$ cat config.mk
export PLATFORM = sky130hd
export DESIGN_NAME = sequential_elementwise_division
export DESIGN_NICKNAME = d
export VERILOG_FILES = /design/src/rtl/sequential_elementwise_division.sv
export SDC_FILE = /design/constraint.sdc
export NUM_CORES = 1
export LEC_CHECK = 0
export BUFFER_PORTS_ARGS = -buffer_cell sky130_fd_sc_hd__buf_2
export CORE_MARGIN = 2
export CORE_UTILIZATION = 35
export DETAILED_ROUTE_END_ITERATION = 7
export PLACE_DENSITY_LB_ADDON = 0.25
export SETUP_SLACK_MARGIN = 0.15
export SYNTH_ARGS = -nofsm -noshare
export SYNTH_HDL_FRONTEND = slang
export SYNTH_SLANG_ARGS = --single-unit
$ cat constraint.sdc
create_clock -name clk -period 4.3 [get_ports clk]
set_input_delay 0.215 -clock clk [delete_from_list [all_inputs] [get_ports clk]]
set_output_delay 0.215 -clock clk [all_outputs]
set_load 0.01 [all_outputs]
$ cat src/rtl/sequential_elementwise_division.sv
// Sequential element-wise divider: divides L unsigned 2N-bit dividends by L
// unsigned N-bit divisors, one element at a time, using a restoring divider
// that produces one quotient bit per clock.
// Optional feature macro: SEQ_DIV_SKIP_ZERO_EN -- when defined, an element
// whose divisor is zero is resolved in its LOAD cycle instead of running the
// full division sequence.
module sequential_elementwise_division #(
    parameter int N = 8,
    parameter int L = 8
) (
    input  logic             clk,
    input  logic             rst_n,
    input  logic             in_valid,
    output logic             in_ready,
    input  logic [2*N-1:0]   dividend  [0:L-1],
    input  logic [N-1:0]     divisor   [0:L-1],
    output logic             out_valid,
    input  logic             out_ready,
    output logic [2*N-1:0]   quotient  [0:L-1],
    output logic [N-1:0]     remainder [0:L-1],
    output logic [L-1:0]     div_zero,
    output logic             busy
);

    localparam int IW = (L > 1) ? $clog2(L) : 1;
    localparam int CW = $clog2(2 * N);

    typedef enum logic [1:0] {IDLE, LOAD, DIV, DONE} state_t;

    state_t          state_reg;
    logic [IW-1:0]   idx_reg;
    logic [CW-1:0]   count_reg;
    logic [N-1:0]    rem_reg;
    logic [2*N-1:0]  shift_reg;
    logic [2*N-1:0]  dvd_reg [0:L-1];
    logic [N-1:0]    dvs_reg [0:L-1];

    logic [N-1:0]    cur_dvs;
    logic            cur_zero;
    logic [N:0]      trial;
    logic            qbit;
    logic [N-1:0]    rem_next;
    logic [2*N-1:0]  quo_next;

    assign cur_dvs  = dvs_reg[idx_reg];
    assign cur_zero = (cur_dvs == '0);

    // One restoring-division step. The shifted partial remainder needs N+1
    // bits; after a subtraction the result is below the divisor, so the
    // stored remainder fits in N bits and modular N-bit subtraction is exact.
    // The shift register holds the remaining dividend bits on the left and
    // collects quotient bits on the right.
    always_comb begin
        trial    = {rem_reg, shift_reg[2*N-1]};
        qbit     = (trial >= {1'b0, cur_dvs});
        rem_next = qbit ? (trial[N-1:0] - cur_dvs) : trial[N-1:0];
        quo_next = {shift_reg[2*N-2:0], qbit};
    end

    // Control FSM, operand capture, division datapath and registered outputs.
    always_ff @(posedge clk or negedge rst_n) begin
        if (!rst_n) begin
            state_reg <= IDLE;
            in_ready  <= 1'b1;
            out_valid <= 1'b0;
            busy      <= 1'b0;
            idx_reg   <= '0;
            count_reg <= '0;
            rem_reg   <= '0;
            shift_reg <= '0;
            div_zero  <= '0;
            for (int i = 0; i < L; i++) begin
                dvd_reg[i]   <= '0;
                dvs_reg[i]   <= '0;
                quotient[i]  <= '0;
                remainder[i] <= '0;
            end
        end else begin
            case (state_reg)
                IDLE: begin
                    if (in_valid) begin
                        for (int i = 0; i < L; i++) begin
                            dvd_reg[i] <= dividend[i];
                            dvs_reg[i] <= divisor[i];
                        end
                        idx_reg   <= '0;
                        in_ready  <= 1'b0;
                        busy      <= 1'b1;
                        state_reg <= LOAD;
                    end
                end
                LOAD: begin
                    rem_reg   <= '0;
                    shift_reg <= dvd_reg[idx_reg];
                    count_reg <= '0;
                    state_reg <= DIV;
`ifdef SEQ_DIV_SKIP_ZERO_EN
                    // Zero divisor: the answer is known, skip the bit loop.
                    if (cur_zero) begin
                        quotient[idx_reg]  <= '1;
                        remainder[idx_reg] <= dvd_reg[idx_reg][N-1:0];
                        div_zero[idx_reg]  <= 1'b1;
                        if (idx_reg == IW'(L - 1)) begin
                            state_reg <= DONE;
                            out_valid <= 1'b1;
                            busy      <= 1'b0;
                        end else begin
                            idx_reg   <= idx_reg + IW'(1);
                            state_reg <= LOAD;
                        end
                    end
`endif
                end
                DIV: begin
                    rem_reg   <= rem_next;
                    shift_reg <= quo_next;
                    count_reg <= count_reg + CW'(1);
                    if (count_reg == CW'(2 * N - 1)) begin
                        // Zero divisor results are forced so they do not
                        // depend on the bit loop's behaviour for that case.
                        quotient[idx_reg]  <= cur_zero ? '1 : quo_next;
                        remainder[idx_reg] <= cur_zero ? dvd_reg[idx_reg][N-1:0] : rem_next;
                        div_zero[idx_reg]  <= cur_zero;
                        if (idx_reg == IW'(L - 1)) begin
                            state_reg <= DONE;
                            out_valid <= 1'b1;
                            busy      <= 1'b0;
                        end else begin
                            idx_reg   <= idx_reg + IW'(1);
                            state_reg <= LOAD;
                        end
                    end
                end
                DONE: begin
                    if (out_ready) begin
                        state_reg <= IDLE;
                        out_valid <= 1'b0;
                        in_ready  <= 1'b1;
                    end
                end
                default: state_reg <= IDLE;
            endcase
        end
    end

endmodule

Yosys cells after proc, flatten, opt, wreduce, memory -nomap -nowiden

Index checks and enable logic that the tools add are counted.

Register bits: 428
Bits in latches: 0
RAM bits: 0
Memory bits (read-only): 0
Output and inout bits: 203
Memories: 0

Add/subtract/negate cells: 3
$mul: 0
Div/mod/pow operators: 0
Magnitude comparators: 5
Equality and inequality tests: 10
Shift operators: 0
Multiplexer cells: 41
Bitwise operators: 1
Reductions and logical operators: 15

Operators by type and width:

| operator             | count |
|---|---|
| $bwmux W128          | 1 |
| $bwmux W64           | 1 |
| $mux W16             | 4 |
| $bmux W16 S3         | 1 |
| $demux W16 S3        | 1 |
| $mux W8              | 5 |
| $pmux W16 S2         | 1 |
| $bmux W8 S3          | 1 |
| $demux W8 S3         | 1 |
| $pmux W8 S2          | 1 |
| $reduce_and A4 Y1    | 3 |
| $ne A2 B2 Y1 const B | 5 |
| $ge A9 B8 Y1         | 1 |
| $mux W1              | 9 |
| $mux W3              | 3 |
| $bwmux W8            | 1 |
| $logic_not A8 Y1     | 1 |
| $mux W2              | 4 |
| $pmux W2 S4          | 1 |
| $pmux W4 S2          | 1 |
| $reduce_bool A2 Y1   | 4 |
| $sub A8 B8 Y8        | 1 |
| $pmux W1 S2          | 3 |
| $pmux W3 S2          | 1 |
| 16 further kinds     | 20 |

Longest topological paths before layout

Gate-level depths: netlist of the first run.

Depth in word-level cells: 8
Mapped depth: 16

Worst setup path after synthesis of the first run

OpenSTA, ideal clock, no wires.

Path kind: flip-flop to flip-flop
From: reg idx_reg[1]
To: reg remainder[13] (netlist bit)
Setup time: 140 ps
Data arrival time: 4279 ps
Path slack: -119 ps
Stages on the path, launching flop included: 16
Clock period less this slack: 4419 ps
Cells stage by stage: dfrtp_1 clkbuf_1 clkbuf_1 buf_2 buf_2 buf_2 mux4_2 mux2i_1 ha_1 a21oi_1 o221ai_1 a21oi_1 clkbuf_1 o31ai_1 mux2i_1 o21ai_0

Cells in the longest elaborated chain, start to end: 8
Elaborated cells on any way between the ends: 18
Those cells by class: add/sub (1); order compare (3); mux (11); bitwise (1); reduce/logical (2)

Ends and longest elaborated chain:

| item                                          | RTL line | source |
|---|---|---|
| from (decl)                                   | 31       | `logic [IW-1:0] idx_reg;` |
| from (signal assigned)                        | 129      | `idx_reg <= idx_reg + IW'(1);` |
| $not A3 Y4 (*)                                | 45, 122  |  |
| $bmux W8 S3                                   | 45       | `assign cur_dvs = dvs_reg[idx_reg];` |
| $mux W8 (implied by the code) (2 in a row)    | 45       |  |
| $sub A8 B8 Y8 or $ge A9 B8 Y1 (tied branches) | 56, 55   |  |
| $mux W8                                       | 56       | `rem_next = qbit ? (trial[N-1:0] - cur_dvs) : trial[N-1:0];` |
| $mux W8                                       | 122      | `remainder[idx_reg] <= cur_zero ? dvd_reg[idx_reg][N-1:0] : rem_next;` |
| $bwmux W64 (*)                                | 122      |  |
| to (signal, indexed assignment)               | 122      |  |
| to (decl)                                     | 20       | `output logic [N-1:0] remainder [0:L-1],` |

Mark *: on every way between the ends. The rest lies on a longest branch, timed or not. The select of a mux whose other input is x is not followed.
A chain may end at the register's enable or synchronous reset.

Worst setup path after layout of the first run

From: reg idx_reg[1]
To: reg remainder[12] (netlist bit)

Same word-level chain as after synthesis.

==> reports/qor.csv, run 1 <==
stage;metric;value;unit
run_status;status;complete, no violations;
global_routing;antenna_found_initial;2;
timing;period_share;88.4;%
placed_design;port_buffers;398;
global_routing;grtUsageMet2;34.3;%
clock_network;clk_latency;0.58;ns
worst_setup_path;crit_type;reg -> reg;
yosys;netlist_instances;1518;
yosys;netlist.area_leader.share;59.3;%
yosys;synth-edff-count;0;
yosys;ys_types;50;
clock_network;clockBufferDepth;3;
timing;tightest_slew;1.08;ns
global_routing;met3_usage;4.97;%
routing;ant_nets;0;
timing;tns;0;ns
final_layout;nFillCells;4662;
worst_setup_path;worst_setup_path_end_kind;flop;
yosys;syn_area_per_cell;11.9;um^2
floorplan;die_w;231;um
yosys;synth_top_area_cell;dfrtp_1;
yosys;synth_seq_cells;428;
final_layout;syn2layout_area_growth;34.8;%
routing;drtIter0Drc;785;
placed_design;dp_hpwl;38900;um
floorplan;start_util;35.3;%
global_routing;busiest_layer;met2;
clock_network;clock-sinks;428;
timing;hold_viol;0;
global_routing;grt_usage;21.0;%
yosys;synthArstFlopShare;100;%
routing;first_pass_iters;7;
yosys;synthesis.nets;1729;
placed_design;place_congestion;0.830;
run;cap_violations;0;
yosys;synthTopCellsByArea;dfrtp_1 (59%), mux2_2 (15%), nand2_1 (5.3%);
power_and_ir_drop;p_total;14.8;mW
routing;vias;13853;
final_layout;drive_above_1_share;36.1;%
clock_network;clkTransAtPathRegs;0.06;ns
global_routing;grt_max_degree;113;
global_routing;met1_usage;28.0;%
floorplan;ioPinCount;399;
routing;wirelength;56100;um
yosys;ys_seq_area_share;59.5;%
clock_network;cts_buffers;49;
timing;period_minus_slack;3.80;ns
global_routing;grt_overflow;0;
global_routing;grt_pass1_wl;85800;um
floorplan;dieArea;53300;um^2
power_and_ir_drop;power_density;610;nW/um^2
timing;slew_headroom;27.9;%
timing;finalSetupViolations;0;
yosys;synth.most_common_cell;dfrtp_1;
clock_network;cts_setup_buffers;0;
routing;remaining_drc_errors;0;
timing;drv_slew;0;
final_layout;final_util;47.5;%
timing;rsz0062_at_grt;no;
yosys;netlist_area;18000;um^2
floorplan;die_h;231;um
global_routing;first_global_vias;14311;
routing;routedWlPerCell;19.9;um
worst_setup_path;worstPathRequired;4.71;ns
worst_setup_path;cp-start-kind;flop;
yosys;synth-main-ff-cell;dfrtp_1;
final_layout;seqCellArea;10700;um^2
final_layout;fin_nets;2309;
worst_setup_path;crit_fanout;13;
routing;vias_per_cell;4.92;
timing;max_freq;263;MHz
yosys;synth_common_cells;dfrtp_1 (427), nand2_1 (254), mux2_2 (234);
worst_setup_path;critPathArrivalTime;4.21;ns
clock_network;cts_tree;done;
clock_network;cts_root_buffer;clkbuf_16;
clock_network;ctsHtreeMaxLevel;2;
floorplan;rows;83;
yosys;yosysWarnings;0;
hold_path;hold_class;in -> async;
power_and_ir_drop;vdd_drop_max;0.000357;V
floorplan;core;51100;um^2
power_and_ir_drop;leakagePower;11.5;nW
final_layout;multiInputGateArea;6870;um^2
timing;clock_skew;0.0217;ns
==> stage by stage <==
step                cell area [um^2]  hold WS, ns  std cells  setup WS, ns
floorplan                      18000      -0.0806       1518         0.248
global placement               20800        0.339       2531         0.498
detailed placement             20800        0.331       2531         0.436
CTS                            24300        0.298       2812         0.402
global route                   24300        0.319       2814         0.184
finish                         24300        0.263       2814         0.501
==> area by class of cell <==
type / instances / area share, %
antenna: 2 / 0.0206
clock buffer: 70 / 5.66
clock inverter: 15 / 0.577
inverter: 21 / 0.325
multi-input combinational: 973 / 28.3
sequential: 428 / 44.1
tap: 680 / 3.50
timing repair buffer: 625 / 17.5
==> metal layers <==
layer | wire length [um] | share of wire (%)
met1 | 25100 | 45
met2 | 26400 | 47
met3 | 3480 | 6.2
met4 | 1180 | 2.1
met5 | 0 | 0
==> report_power, final <==
part	total (mW)	switching, mW	internal (mW)
registers	5.81	0.695	5.11
clock network	4.01	1.68	2.33
logic	4.99	2.57	2.42
total	14.8	4.94	9.87
==> cells in the final DEF (no fill, tap or decap), types with 6 or more instances in the layout <==
cell / netlist / routed
dlygate4sd3_1: 0 / 196
o22ai_1: 14 / 14
buf_4: 2 / 27
dfrtp_1: 427 / 424
buf_2: 11 / 397
inv_1: 20 / 20
nor2_1: 45 / 45
clkbuf_8: 0 / 7
a21oi_1: 25 / 24
a22o_1: 9 / 9
nand2_2: 0 / 8
a221oi_1: 19 / 19
o21ai_0: 145 / 145
nand3_1: 14 / 14
clkbuf_1: 79 / 14
mux2_2: 234 / 234
nor2b_1: 11 / 11
mux2i_1: 29 / 28
o21ai_1: 80 / 80
o31ai_1: 6 / 6
mux4_2: 18 / 18
nor3_1: 8 / 8
ha_1: 14 / 14
nand2_1: 254 / 245
a22oi_1: 7 / 7
clkinv_2: 0 / 8
clkbuf_16: 0 / 49
==> path summary, 6_finish.rpt <==
path                       slack (ns)     startpoint            end  depth (start not counted)
setup / recovery                 0.50     idx_reg[1]  remainder[12]                          8
max in group asynchronous        2.86          rst_n   quotient[40]                          3
hold reg to reg                  0.47  remainder[30]  remainder[30]                          2
hold / removal                   0.26          rst_n     dvs_reg[3]                          2
setup reg to reg                 0.50     idx_reg[1]  remainder[12]                          8
min in group clk                 0.39  dividend[111]   dvd_reg[111]                          3
==> timing repair <==
action                                  in CTS  in global routing
hold endpoints to repair                   290                  0
resized for setup                            0                  1
endpoints found under the setup margin       0                  2
hold buffers                               196                  0
==> worst max-delay path, stage by stage (launching register included) <==
cell and delay [ns]:
dfrtp_4 0.56, mux2_1 0.34, a221o_1 0.35, a22oi_1 0.39, or4b_1 0.53, nor4_4 0.38
buf_4 0.24, mux2i_1 0.62, o21ai_0 0.21
==> cells by family after synthesis <==
kind of cell    Yosys count  share of synthesized area [%]
mux                     282                           18.5
compound gates          327                           10.3
simple gates            345                           7.79
xor+xnor                  4                          0.194
fa+ha+maj                15                           1.08
flops                   428                           59.5
buf+inv                 117                           2.60
(Power assumes the default switching activity.)
==> inputs of run 2 (changes only) <==
--- a/config.mk
+++ b/config.mk
@@ -7,7 +7,7 @@
 export LEC_CHECK = 0
 export BUFFER_PORTS_ARGS = -buffer_cell sky130_fd_sc_hd__buf_2
 export CORE_MARGIN = 2
-export CORE_UTILIZATION = 35
+export CORE_UTILIZATION = 48
 export DETAILED_ROUTE_END_ITERATION = 7
 export PLACE_DENSITY_LB_ADDON = 0.25
 export SETUP_SLACK_MARGIN = 0.15
==> run 2 against run 1 <==
  * Power is 0.64% higher
  * Global-route usage is 7.3 points higher
  * First-iteration DRC count is 1.5% lower
  * Routed wire length is 2.2% lower
  * Highest routed layer is now met5
  * Setup slack worse by 0.056 ns
==> reports/qor.csv, run 2 (synthesized netlist as in run 1, its figures left out) <==
stage;metric;value;unit;change
worst_setup_path;r2r_start;idx_reg[0];;
floorplan;ioPinCount;399;;unchanged
timing;period_minus_slack;3.86;ns;+0.0561 ns
global_routing;antenna_found_initial;4;;+2
floorplan;core;36800;um^2;-28%
worst_setup_path;critPathArrivalTime;4.24;ns;+0.03 ns
timing;slew_headroom;32.3;%;+4.3 points
power_and_ir_drop;power_frac_seq;39.4;%;+0.2 points
worst_setup_path;cpMaxStageDelayCell;dfrtp_2;;
global_routing;grt_max_degree;122;;+8.0%
placed_design;dp_hpwl;35900;um;-7.9%
worst_setup_path;crit_path_start;idx_reg[0];;
global_routing;grt_pass1_wl;84100;um;-1.9%
routing;remaining_drc_errors;0;;unchanged
routing;ant_nets;0;;unchanged
worst_setup_path;cp-start-kind;flop;;
global_routing;grt_usage;28.2;%;+7.3 points
floorplan;dieArea;39100;um^2;-27%
worst_setup_path;r2r_cells;8;;unchanged
worst_setup_path;crit_fanout;31;;+18
final_layout;fin_nets;2297;;-0.52%
hold_path;min_from;in_valid;;
worst_setup_path;reg2reg_to;remainder[37];;
power_and_ir_drop;internal_power;9.93;mW;+0.62%
run;cap_violations;0;;unchanged
clock_network;cts_buffers;45;;-8.2%
power_and_ir_drop;netSwitchingPower;4.98;mW;+0.68%
final_layout;final_common_cell;dfrtp_1;;
clock_network;clock-sinks;428;;unchanged
placed_design;place_congestion;0.897;;+8.0%
worst_setup_path;reg2reg_slack;0.44;ns;-0.06 ns
timing;period_share;89.7;%;+1.3 points
worst_setup_path;critPathCapture;remainder[37];;
floorplan;rows;70;;-16%
timing;clock_skew;0.0147;ns;-0.00693 ns
floorplan;die_w;198;um;-14%
power_and_ir_drop;power_density;622;nW/um^2;+1.9%
routing;wirelength;54900;um;-2.2%
worst_setup_path;worstPathRequired;4.69;ns;-0.02 ns
timing;hold_viol;0;;unchanged
worst_setup_path;path_cells;nor2b_1 -> a221o_1 -> a22oi_1 -> or4b_1 -> nor4_4 -> buf_4 -> mux2i_1 -> o21ai_0;;
final_layout;final_util;65.2;%;+18 points
clock_network;clkTransAtPathRegs;0.06;ns;about the same
final_layout;final_cell_mix;dfrtp_1 (424), buf_2 (397), nand2_1 (246), mux2_2 (234), dlygate4sd3_1 (194);;
timing;finalSetupViolations;0;;unchanged
routing;vias_per_cell;5.47;;+11%
final_layout;syn2layout_area_growth;33.1;%;
final_layout;drive_above_1_share;36.0;%;-0.14 points
routing;first_pass_iters;5;;-2
timing;max_freq;259;MHz;-1.5%
timing;tns;0;ns;unchanged
floorplan;start_util;49.0;%;+14 points
worst_setup_path;slowest_delay;0.71;ns;+0.09 ns
timing;tightest_slew;1.01;ns;-0.0644 ns
routing;routedWlPerCell;21.2;um;+6.2%
timing;rsz0062_at_grt;yes;;
clock_network;clockBufferDepth;3;;unchanged
routing;drtIter0Drc;773;;-1.5%
clock_network;cts_root_buffer;clkbuf_16;;
global_routing;grt_overflow;0;;unchanged
global_routing;first_global_vias;14520;;+1.5%
floorplan;die_h;198;um;-14%
timing;drv_slew;0;;unchanged
hold_path;hold_class;in -> reg;;
run_status;status;complete, no violations;;
worst_setup_path;worst_setup_path_end_kind;flop;;
clock_network;cts_tree;done;;
routing;vias;14161;;+2.2%
worst_setup_path;crit_type;reg -> reg;;
placed_design;port_buffers;398;;unchanged
power_and_ir_drop;vdd_drop_max;0.000429;V;+20%
clock_network;ctsHtreeMaxLevel;2;;unchanged
power_and_ir_drop;combPwrFrac;33.5;%;-0.2 points
power_and_ir_drop;leakagePower;11.4;nW;-0.33%
power_and_ir_drop;swShare;33.4;%;about the same
power_and_ir_drop;pwr-share-clk;27.1;%;about the same
clock_network;clk_latency;0.56;ns;-0.02 ns
## run 2: changes by cell type in the layout (fill, tap and decap cells not counted), sizes merged
cell,delta
clkinv,-4
clkbuf,-2
dlygate4sd3,-2
buf,-6
bufinv,+2
clkinvlp,+1
## run 2: what timing repair did
action	in CTS	in global routing
hold buffers	194	0
buffers inserted	0	0
endpoints found under the setup margin	0	1
gates resized for setup	0	1
hold endpoints to repair	311	0
## run 2: how the worst min path moves through the flow
stage,to,slack [ns],cells past startpoint
floorplan,busy,-0.08,0
detailed placement,quotient[44],0.39,1
global route,in_ready,0.06,3
CTS,in_ready,0.03,3
finish,in_ready,0.05,3
global placement,quotient[103],0.39,1
## run 2: final cells by class
type | count | area, um^2
Multi-Input combinational cell | 973 | 6870
Tap cell | 468 | 586
Fill cell | 2762 | 12800
Clock buffer | 68 | 1360
Sequential cell | 428 | 10700
Inverter | 21 | 78.8
Antenna cell | 2 | 5.00
Timing Repair Buffer | 617 | 4180
Clock inverter | 14 | 184
## run 2: layer usage
layer / GRT usage (%) / vias up / share of wire (%)
li1: - / 6497 / -
met1: 37.3 / 7042 / 43
met2: 46.7 / 528 / 48
met3: 6.61 / 92 / 7.4
met4: 8.38 / 2 / 2.5
met5: 0 / - / 0.020
## run 2: critical path, delay by kind of cell (launching register included)
kind / cells / cell delay (ns)
simple gates: 3 / 1.03
compound gates: 3 / 0.91
flops: 1 / 0.71
mux: 1 / 0.63
buf+inv: 1 / 0.40
## run 2: through the flow
stage,area [um^2],setup WS [ns],hold WS (ns),std cells,power (mW)
floorplan,18000,0.248,-0.0806,1518,9.05
global placement,20500,0.547,0.386,2313,10.5
detailed placement,20500,0.378,0.393,2313,10.7
CTS,24000,0.377,0.0337,2589,14.8
global route,24000,0.149,0.0580,2591,15.7
finish,24000,0.445,0.0466,2591,14.9
## run 2: power by group through the flow
stage	logic, mW	registers [mW]	clock network (mW)
finish	5.00	5.87	4.03
global placement	4.65	5.84	0
detailed placement	4.78	5.88	0
floorplan	3.50	5.55	0
global route	5.43	5.97	4.25
CTS	4.94	5.81	4.07
==> inputs of run 3 (changes only) <==
==> constraint.sdc (replaced) <==
create_clock -name clk -period 4.3 [get_ports clk]
set_input_delay 0.86 -clock clk [delete_from_list [all_inputs] [get_ports clk]]
set_output_delay 0.86 -clock clk [all_outputs]
set_load 0.01 [all_outputs]
==> run 3 against run 2 <==
  * Sequential share of layout area increased by 3.9 points
  * Clock-buffer cell count is 4 lower
  * Cell count decreased by 6.9%
  * Via count fell by 6.4%
  * Non-clock buffer count is 186 lower
  * Power decreased by 3.4%
  * Routed wire length fell by 7.5%
  * Cell area shrank 8.1%
  * Clock skew rose by 0.0029 ns
  * Largest power group unchanged
  * Critical endpoint is now remainder[21]
==> reports/qor.csv, run 3 (synthesized netlist as in run 1, its figures left out) <==
stage;metric;value;unit;change
run;cap_violations;0;;unchanged
power_and_ir_drop;power_density;654;nW/um^2;+5.1%
worst_setup_path;crit_top_cell;o21a_1;;
worst_setup_path;reg2reg_to;remainder[21];;
clock_network;ctsHtreeMaxLevel;2;;unchanged
routing;vias;13251;;-6.4%
timing;rsz0062_at_grt;no;;
timing;hold_viol;0;;unchanged
final_layout;syn2layout_area_growth;22.3;%;
power_and_ir_drop;vdd_drop_max;0.000333;V;-22%
floorplan;ioPinCount;399;;unchanged
worst_setup_path;cpMaxStageDelayCell;dfrtp_4;;
placed_design;port_buffers;398;;unchanged
global_routing;grt_pass1_wl;77700;um;-7.7%
clock_network;clk_latency;0.57;ns;about the same
worst_setup_path;critPathArrivalTime;4.27;ns;+0.03 ns
worst_setup_path;worst_setup_path_end_kind;flop;;
global_routing;antenna_found_initial;15;;+11
routing;drtIter0Drc;738;;-4.5%
worst_setup_path;reg2reg_slack;0.49;ns;+0.04 ns
timing;period_minus_slack;3.81;ns;-0.0446 ns
floorplan;rows;70;;unchanged
worst_setup_path;crit_type;reg -> reg;;
worst_setup_path;r2r_start;idx_reg[2];;
floorplan;start_util;49.0;%;unchanged
final_layout;final_cell_mix;dfrtp_1 (424), buf_2 (397), nand2_1 (246), mux2_2 (234), o21ai_0 (145);;
global_routing;first_global_vias;13233;;-8.9%
timing;finalSetupViolations;0;;unchanged
global_routing;grt_overflow;0;;unchanged
timing;max_freq;262;MHz;+1.2%
timing;slew_headroom;31.1;%;-1.1 points
clock_network;clkTransAtPathRegs;0.06;ns;about the same
final_layout;fin_nets;2112;;-8.1%
timing;period_share;88.6;%;-1.0 points
worst_setup_path;cp-start-kind;flop;;
power_and_ir_drop;leakagePower;10.6;nW;-6.9%
routing;wirelength;50800;um;-7.5%
timing;tightest_slew;1.03;ns;+0.0170 ns
worst_setup_path;path_delay_family;compound AO/OA/AOI/OAI gates;;
worst_setup_path;worstPathRequired;4.76;ns;+0.07 ns
clock_network;cts_buffers;46;;+2.2%
global_routing;grt_usage;26.2;%;-2.0 points
routing;ant_nets;0;;unchanged
worst_setup_path;slowest_delay;0.68;ns;-0.03 ns
worst_setup_path;worst-path-stages;11;;+3
timing;drv_slew;0;;unchanged
floorplan;die_h;198;um;unchanged
routing;remaining_drc_errors;0;;unchanged
routing;first_pass_iters;5;;unchanged
routing;routedWlPerCell;21.0;um;-0.64%
floorplan;core;36800;um^2;unchanged
placed_design;dp_hpwl;36200;um;+1.1%
floorplan;die_w;198;um;unchanged
global_routing;grt_max_degree;131;;+7.4%
floorplan;dieArea;39100;um^2;unchanged
clock_network;cts_setup_buffers;0;;unchanged
worst_setup_path;crit_path_start;idx_reg[2];;
timing;clock_skew;0.0177;ns;+0.00294 ns
clock_network;clockBufferDepth;3;;unchanged
hold_path;hold_class;in -> async;;
worst_setup_path;crit_fanout;32;;+3.2%
clock_network;cts_tree;done;;
run_status;status;complete, no violations;;
final_layout;drive_above_1_share;40.0;%;+4.0 points
timing;tns;0;ns;unchanged
placed_design;place_congestion;0.897;;unchanged
routing;vias_per_cell;5.49;;+0.52%
clock_network;clock-sinks;428;;unchanged
worst_setup_path;path_cells;nor2b_1 -> a22o_1 -> a221oi_1 -> ha_1 -> o21a_1 -> o31a_1 -> o21a_1 -> o21a_1 -> o31ai_1 -> mux2i_2 -> o21ai_0;;
power_and_ir_drop;p_total;14.4;mW;-3.4%
clock_network;cts_root_buffer;clkbuf_16;;
worst_setup_path;critPathCapture;remainder[21];;
worst_setup_path;crit_buf_inv;0;;-1
final_layout;final_common_cell;dfrtp_1;;
worst_setup_path;r2r_cells;11;;+3
==> run 3: layer usage <==
| metal | wire length (um) | track usage [%] |
|---|---|---|
| met1 | 22600 | 36.9 |
| met2 | 23300 | 40.7 |
| met3 | 3900 | 6.83 |
| met4 | 980 | 6.79 |
| met5 | 52 | 0 |
==> run 3: worst min-delay path by stage <==
stage                 startpoint       endpoint  slack [ns]  depth (start not counted)
floorplan            dvd_reg[98]    dvd_reg[98]        0.47                          1
global placement    quotient[46]   quotient[46]        0.46                          2
CTS                        rst_n  quotient[103]        0.45                          1
finish                     rst_n   quotient[44]        0.40                          1
detailed placement   div_zero[4]    div_zero[4]        0.46                          2
global route               rst_n  shift_reg[11]        0.48                          1
==> run 3: timing repair <==
| item | 4_1_cts | 5_1_grt |
|---|---|---|
| hold endpoints to repair | 0 | 0 |
| hold buffers | 0 | 0 |
| resized for setup | 0 | 3 |
| setup endpoints to repair | 0 | 19 |
==> run 3: power by group <==
part / total (mW) / leakage (nW) / internal [mW] / switching [mW]
registers: 5.81 / 5.51 / 5.11 / 0.697
clock network: 3.81 / 0.722 / 2.20 / 1.61
logic: 4.79 / 4.41 / 2.30 / 2.48
total: 14.4 / 10.6 / 9.62 / 4.79
==> run 3: cell type report <==
class,count,area (um^2)
clock inverters,17,124
repair buffers,431,2310
flip-flops and latches,428,10700
well taps,468,586
fillers,3091,14700
inverters,21,78.8
clock buffers,64,1320
multi-input cells,973,6870
diodes,10,25.0
==> run 3: per-stage QoR <==
stage / utilization, % / std cells / worst slack (ns) / area [um^2] / hold slack (ns)
4_1_cts: 59.8 / 2402 / 0.287 / 22000 / 0.447
3_5_place_dp: 55.9 / 2321 / 0.283 / 20600 / 0.461
2_1_floorplan: - / 1518 / 0.248 / 18000 / 0.471
6_report: 59.9 / 2412 / 0.489 / 22000 / 0.402
5_1_grt: 59.9 / 2407 / 0.321 / 22000 / 0.485
3_3_place_gp: 55.9 / 2321 / 0.449 / 20600 / 0.456
